## src/rtl/pe_wdb.sv

```systemverilog
// Weight-stationary systolic PE with a double-buffered weight (shadow chain plus active register).
// Optional PE_WDB_SAT_EN: saturating partial-sum adder and a sticky ovf output.
module pe_wdb #(
    parameter int DATA_IN_BW     = 8,
    parameter int WEIGHT_BW      = 8,
    parameter int PARTIAL_SUM_BW = 19
) (
    input  logic                      clk,
    input  logic                      rst,
    input  logic [DATA_IN_BW-1:0]     din,
    input  logic                      din_valid,
    input  logic [PARTIAL_SUM_BW-1:0] psum_in,
    output logic [DATA_IN_BW-1:0]     df_col,
    output logic                      df_col_valid,
    output logic [PARTIAL_SUM_BW-1:0] psum_out,
    output logic                      psum_out_valid,
    input  logic [WEIGHT_BW-1:0]      w_in,
    input  logic                      w_load,
    output logic [WEIGHT_BW-1:0]      w_out,
    input  logic                      w_swap_in,
    output logic                      w_swap_out
`ifdef PE_WDB_SAT_EN
    ,
    output logic                      ovf
`endif
);

    localparam int PROD_BW = DATA_IN_BW + WEIGHT_BW;

    logic [DATA_IN_BW-1:0]            df_col_q, df_col_d;
    logic                             df_col_valid_q, df_col_valid_d;
    logic [PARTIAL_SUM_BW-1:0]        psum_out_q, psum_out_d;
    logic                             psum_out_valid_q, psum_out_valid_d;
    logic [WEIGHT_BW-1:0]             shadow_q, shadow_d;
    logic [WEIGHT_BW-1:0]             active_q, active_d;
    logic                             w_swap_out_q, w_swap_out_d;
    logic signed [PROD_BW-1:0]        din_ext_s, w_ext_s, wx_s;
    logic signed [PARTIAL_SUM_BW-1:0] wx_ext_s;
    logic [PARTIAL_SUM_BW-1:0]        sum_s;
`ifdef PE_WDB_SAT_EN
    logic [PARTIAL_SUM_BW:0]          sum_wide_s;
    logic                             clamp_s;
    logic                             ovf_q, ovf_d;
`endif

    // Next-state logic: MAC with the pre-edge active weight, valid-gated datapath, weight buffering.
    always_comb begin
        din_ext_s = PROD_BW'($signed(din));
        w_ext_s   = PROD_BW'($signed(active_q));
        wx_s      = din_ext_s * w_ext_s;
        wx_ext_s  = PARTIAL_SUM_BW'(wx_s);
`ifdef PE_WDB_SAT_EN
        // One guard bit exposes overflow; the two top bits disagree exactly when the sum left range.
        sum_wide_s = {psum_in[PARTIAL_SUM_BW-1], psum_in} + {wx_ext_s[PARTIAL_SUM_BW-1], wx_ext_s};
        clamp_s    = sum_wide_s[PARTIAL_SUM_BW] ^ sum_wide_s[PARTIAL_SUM_BW-1];
        if (!clamp_s) begin
            sum_s = sum_wide_s[PARTIAL_SUM_BW-1:0];
        end else if (sum_wide_s[PARTIAL_SUM_BW] == 1'b0) begin
            sum_s = {1'b0, {(PARTIAL_SUM_BW-1){1'b1}}};
        end else begin
            sum_s = {1'b1, {(PARTIAL_SUM_BW-1){1'b0}}};
        end
        ovf_d = ovf_q | (din_valid & clamp_s);
`else
        sum_s = psum_in + wx_ext_s;
`endif

        if (din_valid) begin
            df_col_d         = din;
            psum_out_d       = sum_s;
            df_col_valid_d   = 1'b1;
            psum_out_valid_d = 1'b1;
        end else begin
            df_col_d         = df_col_q;
            psum_out_d       = psum_out_q;
            df_col_valid_d   = 1'b0;
            psum_out_valid_d = 1'b0;
        end

        if (w_swap_in) begin
            active_d = shadow_q;
        end else begin
            active_d = active_q;
        end

        if (w_load) begin
            shadow_d = w_in;
        end else begin
            shadow_d = shadow_q;
        end

        w_swap_out_d = w_swap_in;
    end

    // State registers with synchronous reset that drops all in-flight data and both weights.
    always_ff @(posedge clk) begin
        if (rst) begin
            df_col_q         <= {DATA_IN_BW{1'b0}};
            df_col_valid_q   <= 1'b0;
            psum_out_q       <= {PARTIAL_SUM_BW{1'b0}};
            psum_out_valid_q <= 1'b0;
            shadow_q         <= {WEIGHT_BW{1'b0}};
            active_q         <= {WEIGHT_BW{1'b0}};
            w_swap_out_q     <= 1'b0;
`ifdef PE_WDB_SAT_EN
            ovf_q            <= 1'b0;
`endif
        end else begin
            df_col_q         <= df_col_d;
            df_col_valid_q   <= df_col_valid_d;
            psum_out_q       <= psum_out_d;
            psum_out_valid_q <= psum_out_valid_d;
            shadow_q         <= shadow_d;
            active_q         <= active_d;
            w_swap_out_q     <= w_swap_out_d;
`ifdef PE_WDB_SAT_EN
            ovf_q            <= ovf_d;
`endif
        end
    end

    assign df_col         = df_col_q;
    assign df_col_valid   = df_col_valid_q;
    assign psum_out       = psum_out_q;
    assign psum_out_valid = psum_out_valid_q;
    assign w_out          = shadow_q;
    assign w_swap_out     = w_swap_out_q;
`ifdef PE_WDB_SAT_EN
    assign ovf            = ovf_q;
`endif

endmodule
```

## config.mk

```make
export PLATFORM = sky130hd
export DESIGN_NAME = pe_wdb
export DESIGN_NICKNAME = d
export VERILOG_FILES = /design/src/rtl/pe_wdb.sv
export SDC_FILE = /design/constraint.sdc
export NUM_CORES = 1
export LEC_CHECK = 0
export CAP_MARGIN = 5
export CORE_UTILIZATION = 60
export CTS_BUF_LIST = sky130_fd_sc_hd__clkbuf_4 sky130_fd_sc_hd__clkbuf_8
export DETAILED_ROUTE_END_ITERATION = 7
export MAX_ROUTING_LAYER = met4
export PLACE_DENSITY = 0.88
export RECOVER_POWER = 100
export SYNTH_ARGS = -nofsm -noshare
export SYNTH_HDL_FRONTEND = slang
export SYNTH_SLANG_ARGS = --single-unit
export TNS_END_PERCENT = 30
```

## constraint.sdc

```tcl
create_clock -name clk -period 12.1 [get_ports clk]
set_clock_uncertainty 0.05 [all_clocks]
set_input_delay 1.21 -clock clk [delete_from_list [all_inputs] [get_ports clk]]
set_output_delay 1.21 -clock clk [all_outputs]
set_load 0.005 [all_outputs]
```

# ---- Word level (Yosys, flattened, before mapping)
# Cells that the tools add are included.
dict set report word_totals {
  word_cells 9
  register_bits 45
  output_inout_bits 38
}
dict set report op_classes {
  n_addsub 1
  n_mul 1
  mux 1
}
# op count
set ops {}
lappend ops {{adder 19 bit} 1}
lappend ops {{multiplier 8 x 8 -> 16 bit} 1}
lappend ops {{2-to-1 mux 1 bit} 1}

# ---- Longest topological paths before layout
# Gate-level depths: netlist of the first run.
dict set report logic_depth {
  depth_word 2
  ltp_mapped 25
  ltp_nobuf 25
}

# ---- Worst setup path before layout of the first run
# Ideal clock, no wire load.
dict set report synth_path {
  kind {input to register}
  start {input din[7]}
  end {register psum_out_q[18] (netlist: psum_out[18])}
  stages 24
  setup_time_ps 95
  required_time_ps 11955
  setup_slack_ps 5294
  arrival_time_ps 6661
  path_cell_list {and2_1 > fa_1 > inv_1 > fa_1 > inv_1 > fa_1 > inv_1 > fa_1 > inv_1 > ha_1 > a21oi_1 > nor2_1 > nor2_1 > nand3_1 > and3_1 > or2_2 > ha_1 > nand2_1 > a21oi_1 > a211oi_4 > nand3_2 > o311a_1 > or4_1 > o311ai_1}
}
dict set report synth_between {
  elab_chain_cells 2
}
# item line_no
set synth_rtl {}
lappend synth_rtl {{start: declaration} 10} ;# input logic [DATA_IN_BW-1:0] din,
lappend synth_rtl {{multiplier 8 x 8 -> 16 bit} 50} ;# wx_s = din_ext_s * w_ext_s;
lappend synth_rtl {{adder 19 bit} 65} ;# sum_s = psum_in + wx_ext_s;
lappend synth_rtl {{end signal: assignment} 100} ;# psum_out_q <= {PARTIAL_SUM_BW{1'b0}};
lappend synth_rtl {{end signal: assignment} 111} ;# psum_out_q <= psum_out_d;
lappend synth_rtl {{end: declaration} 32} ;# logic [PARTIAL_SUM_BW-1:0] psum_out_q, psum_out_d;
# No other way between the ends.
# A chain may end at the register's enable or synchronous reset.

# ---- Final worst setup path of the first run
# Same ends and word-level chain as after synthesis.

==> metrics.cfg, run 1 <==
[run]
drv_cap = 1

[global_routing]
first_global_vias = 4075
met3_usage_pct = 3.58
grtUsageMet1_pct = 30.8
grt_usage_pct = 26.5
grt_pass1_wl_mm = 17.7
grt-ovfl-total = 0
grt_start_max_net_pins = 45
grt_busiest_layer = met2
grt_util_met2_pct = 48.0
grt_antenna_before_repair = 0

[logic_synthesis]
synth_cell_types = 56
synth-edff-count = 0
ys_seq_elements = 45
ys.flop_type = dfxtp_1
syn-num-nets = 699
syn_area_sq_mm = 0.00497
yosysWarnings = 0
synthCells = 555
seq_area_frac_synth_pct = 18.1
syn_area_per_cell_sq_um = 8.95
async_flop_share_pct = 0

[setup_path]
crit_path_start = din[7]
worst_ep_required_time_ns = 12.25
reg2reg_from = active_q[3]
r2r_cells = 24
path_max_fanout = 9
critPathCapture = psum_out[18]
crit_type = primary input to register
r2r_end = psum_out[18]
arrival_ns = 7.84
cp-start-kind = primary input
reg2reg_slack_ns = 5.52
crit_path_end_kind = register

[routing]
via_count = 3924
drt_iter0_markers = 127
wl_per_cell_um = 14.3
drt_pass1_iterations = 4
wirelength_mm = 10.5
drtAntennaViolNets = 0
viasPerCell = 5.37
route.detailed.drc = 0

[place]
dpl_worst_slack_ns = 4.32
port_buffers = 77
post-dp-hpwl_mm = 8.65
gp_congestion = 0.971

[clock_tree]
cts-htree-levels = 2
post-cts-setup-buffers = 0
clk_pin_slew_ns = 0.10
cts_resized = 0
ctsHoldBuffers = 0
cts_tree = done
cts_buffer_depth = 2
cts_buffers = 5
root_buffer = clkbuf_8
clock_latency_ns = 0.30
clock_sinks = 45

[hold_path]
hp-class = register to register

[floorplan]
io-pin-count = 78
die_h_um = 93.0
die_area_sq_mm = 0.00865
dieWidth_um = 93.0
num_rows = 32
start_util_pct = 63.0
coreArea_sq_mm = 0.00789

[timing]
setup_viol = 0
rsz0062_at_grt = no
maxSlewViolCount = 45
finalSetupTns_ns = 0
hold_viol_final = 0
fin_hold_ws_ns = 0.425
worst_slack_ns = 4.41
max_slew_margin_pct = -29.4
period_minus_slack_ns = 7.69
period_share_pct = 63.6
tightest_slew_ns = 1.94
timing.fmax_ghz = 0.130

[finish]
antenna_cells = 0
fill_cells = 544
syn_to_final_growth_pct = 19.0
drive_gt1_share_pct = 2.23
finalNetCount = 772

[power_and_ir_drop]
power.share.combinational_pct = 42.2
powerDensity_mw_per_mm2 = 84.5
p_int_mw = 0.327
p_clk_share_pct = 23.4
p_seq_share_pct = 34.4
switchingPower_mw = 0.174
swShare_pct = 34.7
ir_drop_v = 0.0000662
power_leakage_nw = 2.96

[status]
violations = capacitance limit, slew limit
outcome = finished, violations left

[cell usage after synthesis (2+ instances only)]
| cell | n | area [sq um] |
|---|---|---|
| o21ai_0 | 10 | 50.1 |
| a21o_1 | 7 | 52.6 |
| fa_1 | 56 | 1120 |
| inv_1 | 98 | 368 |
| and3_1 | 4 | 25.0 |
| nand3_2 | 2 | 20.0 |
| nor2b_1 | 9 | 56.3 |
| o2111a_1 | 2 | 22.5 |
| nor2_1 | 50 | 188 |
| o21a_1 | 3 | 22.5 |
| o31a_1 | 2 | 17.5 |
| xor2_1 | 8 | 70.1 |
| xnor2_1 | 17 | 149 |
| o22ai_1 | 2 | 12.5 |
| mux2i_1 | 32 | 320 |
| a31o_1 | 2 | 17.5 |
| buf_1 | 3 | 11.3 |
| nand2_1 | 23 | 86.3 |
| o21ai_1 | 2 | 10.0 |
| a21oi_1 | 20 | 100 |
| nor3_1 | 3 | 15.0 |
| nand2b_1 | 5 | 31.3 |
| nand3b_1 | 2 | 15.0 |
| and4_1 | 2 | 17.5 |
| nand3_1 | 9 | 45.0 |
| o21bai_1 | 4 | 30.0 |
| o211ai_1 | 2 | 15.0 |
| dfxtp_1 | 45 | 901 |
| clkbuf_1 | 8 | 30.0 |
| ha_1 | 48 | 601 |
| a211oi_1 | 6 | 45.0 |
| and2_1 | 45 | 282 |
[layout make-up]
type	instances	area [sq um]	share of cell area, %
flip-flops and latches	45	901	15.2
well taps	102	128	2.16
repair buffers	79	782	13.2
multi-input cells	398	3620	61.2
inverters	99	372	6.28
clock inverters	3	46.3	0.783
clock buffers	5	68.8	1.16
[layout by cell type, fill, tap and decap left out, types with 2 or more instances in the layout]
master           instances
a211oi_1                 7
a21o_1                   7
a21oi_1                 20
a221oi_1                 2
a31o_1                   2
and2_0                   3
and2_1                  42
and3_1                   4
and4_1                   2
clkbuf_8                 5
clkdlybuf4s50_1         35
dfxtp_1                 45
dlygate4sd3_1           42
fa_1                    56
ha_1                    48
inv_1                   98
mux2i_1                 32
nand2_1                 23
nand2b_1                 5
nand3_1                  9
nand3_2                  2
nand3b_1                 2
nor2_1                  50
nor2b_1                  9
nor3_1                   3
o2111a_1                 2
o211ai_1                 2
o21a_1                   3
o21ai_0                 11
o21bai_1                 4
o22ai_1                  2
o31a_1                   2
xnor2_1                 17
xor2_1                   8
[worst max-delay path, stage by stage]
cell,delay [ns]
dlygate4sd3_1,0.66
and2_1,0.23
fa_1,0.61
inv_1,0.15
fa_1,0.55
inv_1,0.05
fa_1,0.53
inv_1,0.05
fa_1,0.52
inv_1,0.04
ha_1,0.33
a21oi_1,0.21
nor2_1,0.06
nor2_1,0.14
nand3_1,0.12
and3_1,0.19
or2_2,0.32
ha_1,0.35
nand2_1,0.10
a21oi_1,0.05
a211oi_1,0.34
nand3_2,0.16
o311a_1,0.37
or4_1,0.41
o311ai_1,0.08
[state kept, by name (all words and copies together), names as in the netlist]
name,flops
psum_out,19
active_q,8
psum_out_valid,1
w_swap_out,1
w_out,8
df_col,8
[layer usage]
layer	vias to the layer above	routed length, um
met5	-	0
met4	0	172
met3	18	441
met2	110	5300
met1	1851	4550
li1	1945	-
[kinds of logic (layout without fill, tap and decap cells)]
logic type               count (synthesis)  in the layout  synth area share [%]
AND/OR/NAND/NOR                        159            159                  16.4
buffers and inverters                  112            186                  8.69
adder cells (fa/ha/maj)                104            104                  34.6
AO/OA/AOI/OAI                           77             77                  11.1
flip-flops                              45             45                  18.1
multiplexers                            33             33                  6.67
XOR/XNOR                                25             25                  4.41
[worst min path at each step]
stage	slack, ns	depth (start not counted)	from	to
floorplan	0.40	2	psum_out[11]	psum_out[11]
global placement	0.39	2	psum_out[11]	psum_out[11]
detailed placement	0.41	1	psum_out[17]	psum_out[17]
CTS	0.43	2	psum_out[9]	psum_out[9]
global route	0.46	2	psum_out[9]	psum_out[9]
finish	0.43	2	psum_out[9]	psum_out[9]
[through the flow]
step | utilization, % | area [sq um] | power (mW) | instances
4_1_cts | 75.3 | 5940 | 0.510 | 731
6_report | 75.0 | 5920 | 0.500 | 731
3_5_place_dp | 73.8 | 5820 | 0.394 | 723
2_1_floorplan | - | 4970 | 0.320 | 555
5_1_grt | 75.0 | 5920 | 0.536 | 731
3_3_place_gp | 73.8 | 5820 | 0.382 | 723
[power groups by stage]
stage	Sequential, mW	Combinational, mW	Clock, mW
floorplan	0.175	0.145	0
global placement	0.175	0.207	0
detailed placement	0.176	0.218	0
CTS	0.173	0.219	0.119
global route	0.174	0.237	0.125
finish	0.172	0.211	0.117
No activity file was read; power rests on OpenSTA's default activity.
==> inputs of run 2 (changes only) <==
--- a/config.mk
+++ b/config.mk
@@ -6,11 +6,11 @@
 export NUM_CORES = 1
 export LEC_CHECK = 0
 export CAP_MARGIN = 5
-export CORE_UTILIZATION = 60
+export CORE_UTILIZATION = 57
 export CTS_BUF_LIST = sky130_fd_sc_hd__clkbuf_4 sky130_fd_sc_hd__clkbuf_8
 export DETAILED_ROUTE_END_ITERATION = 7
 export MAX_ROUTING_LAYER = met4
-export PLACE_DENSITY = 0.88
+export PLACE_DENSITY = 0.84
 export RECOVER_POWER = 100
 export SYNTH_ARGS = -nofsm -noshare
 export SYNTH_HDL_FRONTEND = slang
==> constraint.sdc (replaced) <==
create_clock -name clk -period 8 [get_ports clk]
set_clock_uncertainty 0.05 [all_clocks]
set_input_delay 0.8 -clock clk [delete_from_list [all_inputs] [get_ports clk]]
set_output_delay 0.8 -clock clk [all_outputs]
set_load 0.005 [all_outputs]
==> metrics.cfg, run 2 (same netlist as run 1, synthesis figures left out) <==
[power_and_ir_drop]
switchingPower_mw = 0.261  ; +51%
swShare_pct = 34.5  ; -0.16 points
ir_drop_v = 0.0000942  ; +42%
p_seq_share_pct = 34.2  ; -0.2 points
power_leakage_nw = 2.97  ; +0.13%
finalPower_mw = 0.757  ; +51%
p_clk_share_pct = 23.6  ; +0.2 points
powerDensity_mw_per_mm2 = 128  ; +51%
p_int_mw = 0.495  ; +52%
power.share.combinational_pct = 42.2  ; about the same

[timing]
tightest_slew_ns = 1.92  ; -0.0221 ns
period_share_pct = 89.2
rsz0062_at_grt = no
period_minus_slack_ns = 7.13
maxSlewViolCount = 45  ; unchanged
finalSetupTns_ns = 0  ; unchanged
fin_hold_ws_ns = 0.415  ; -0.0105 ns
timing.fmax_ghz = 0.140
max_slew_margin_pct = -27.9  ; +1.5 points
hold_viol_final = 0  ; unchanged
setup_viol = 0  ; unchanged

[place]
port_buffers = 77  ; unchanged
post-dp-hpwl_mm = 8.21  ; -5.1%
gp_congestion = 0.913  ; -6.0%

[floorplan]
num_rows = 33  ; +3.1%
io-pin-count = 78  ; unchanged
dieWidth_um = 95.4  ; +2.5%
start_util_pct = 59.6  ; -3.4 points
die_area_sq_mm = 0.00910  ; +5.2%
coreArea_sq_mm = 0.00834  ; +5.7%
die_h_um = 95.4  ; +2.5%

[clock_tree]
cts_tree = done
cts_buffer_depth = 2  ; unchanged
ctsHoldBuffers = 0  ; unchanged
cts-htree-levels = 2  ; unchanged
post-cts-setup-buffers = 0  ; unchanged
cts_resized = 0  ; unchanged
clk_pin_slew_ns = 0.09  ; about the same
cts_buffers = 5  ; unchanged
clock_sinks = 45  ; unchanged
root_buffer = clkbuf_8
clock_latency_ns = 0.31  ; about the same

[setup_path]
crit_type = primary input to register
crit_path_start = din[7]
arrival_ns = 7.28  ; -0.56 ns
cp-start-kind = primary input
worst_ep_required_time_ns = 8.14  ; -4.11 ns
path_max_fanout = 9  ; unchanged
reg2reg_from = active_q[3]
crit_path_end_kind = register

[routing]
viasPerCell = 5.32  ; -0.94%
drt_pass1_iterations = 5  ; +1
drtAntennaViolNets = 0  ; unchanged
via_count = 3903  ; -0.54%
route.detailed.drc = 0  ; unchanged
wl_per_cell_um = 14.0  ; -2.1%
drt_iter0_markers = 119  ; -6.3%
wirelength_mm = 10.3  ; -1.7%

[finish]
final_common_cell = inv_1
drive_gt1_share_pct = 2.38  ; +0.16 points
fin_util_pct = 71.1  ; -3.9 points
largest_reg_flops = 19  ; unchanged
finalNetCount = 772  ; unchanged
syn_to_final_growth_pct = 19.4
antenna_cells = 0  ; unchanged
final_cell_mix = inv_1 (98), fa_1 (56), nor2_1 (50)

[global_routing]
grt_start_max_net_pins = 45  ; unchanged
grt_antenna_before_repair = 0  ; unchanged
first_global_vias = 4013  ; -1.5%
grt_pass1_wl_mm = 17.8  ; +0.74%
grt_usage_pct = 25.8  ; -0.73 points
grt-ovfl-total = 0  ; unchanged

[status]
violations = capacitance limit, slew limit
outcome = finished, violations left

[run]
drv_cap = 1  ; unchanged

[hold_path]
hp-class = register to register
hp-start = psum_out[17]

## run 2: worst paths after layout
check / cells past startpoint / to / slack (ns)
max: 25 / psum_out[18] / 0.87
min: 1 / psum_out[17] / 0.41
max reg2reg: 24 / psum_out[18] / 1.56
min reg2reg: 1 / psum_out[17] / 0.41
## run 2: through the flow
step                instance area, sq um  setup WS, ns  std cells
global placement                    5830         0.867        726
finish                              5930         0.865        734
CTS                                 5940          1.02        734
global route                        5930         0.488        734
floorplan                           4970          1.60        555
detailed placement                  5830         0.698        726
## run 2: cell type report
class                   instances  area, sq um
clock inverters                 3         46.3
well taps                     105          131
inverters                      99          372
repair buffers                 79          782
clock buffers                   5         68.8
multi-input cells             398         3630
fillers                       653         2410
flip-flops and latches         45          901
## run 2: worst max-delay path, stage by stage
cell and delay (ns):
dlygate4sd3_1 0.64, and2_0 0.24, fa_1 0.60, inv_1 0.14
fa_1 0.54, inv_1 0.05, fa_1 0.52, inv_1 0.05
fa_1 0.52, inv_1 0.04, ha_1 0.34, a21oi_1 0.21
nor2_1 0.06, nor2_1 0.12, nand3_1 0.11, and3_1 0.19
or2_2 0.32, ha_1 0.37, nand2_1 0.09, a21oi_1 0.06
a211oi_4 0.25, nand3_2 0.13, o311a_1 0.36, or4_1 0.41
o311ai_1 0.09
## run 2: power by group through the flow
stage	registers (mW)	logic (mW)	clock network [mW]
2_1_floorplan	0.265	0.219	0
3_3_place_gp	0.264	0.314	0
3_5_place_dp	0.266	0.327	0
4_1_cts	0.260	0.328	0.183
5_1_grt	0.263	0.359	0.191
6_report	0.259	0.319	0.179
## run 2: per-layer routing
metal  up-vias  share of wire (%)  GRT usage, %
li1       1938                  -             -
met1      1843                 45          31.6
met5         -                  0             -
met3        17                4.9          3.03
met2       105                 49          44.9
met4         0                1.5          7.09
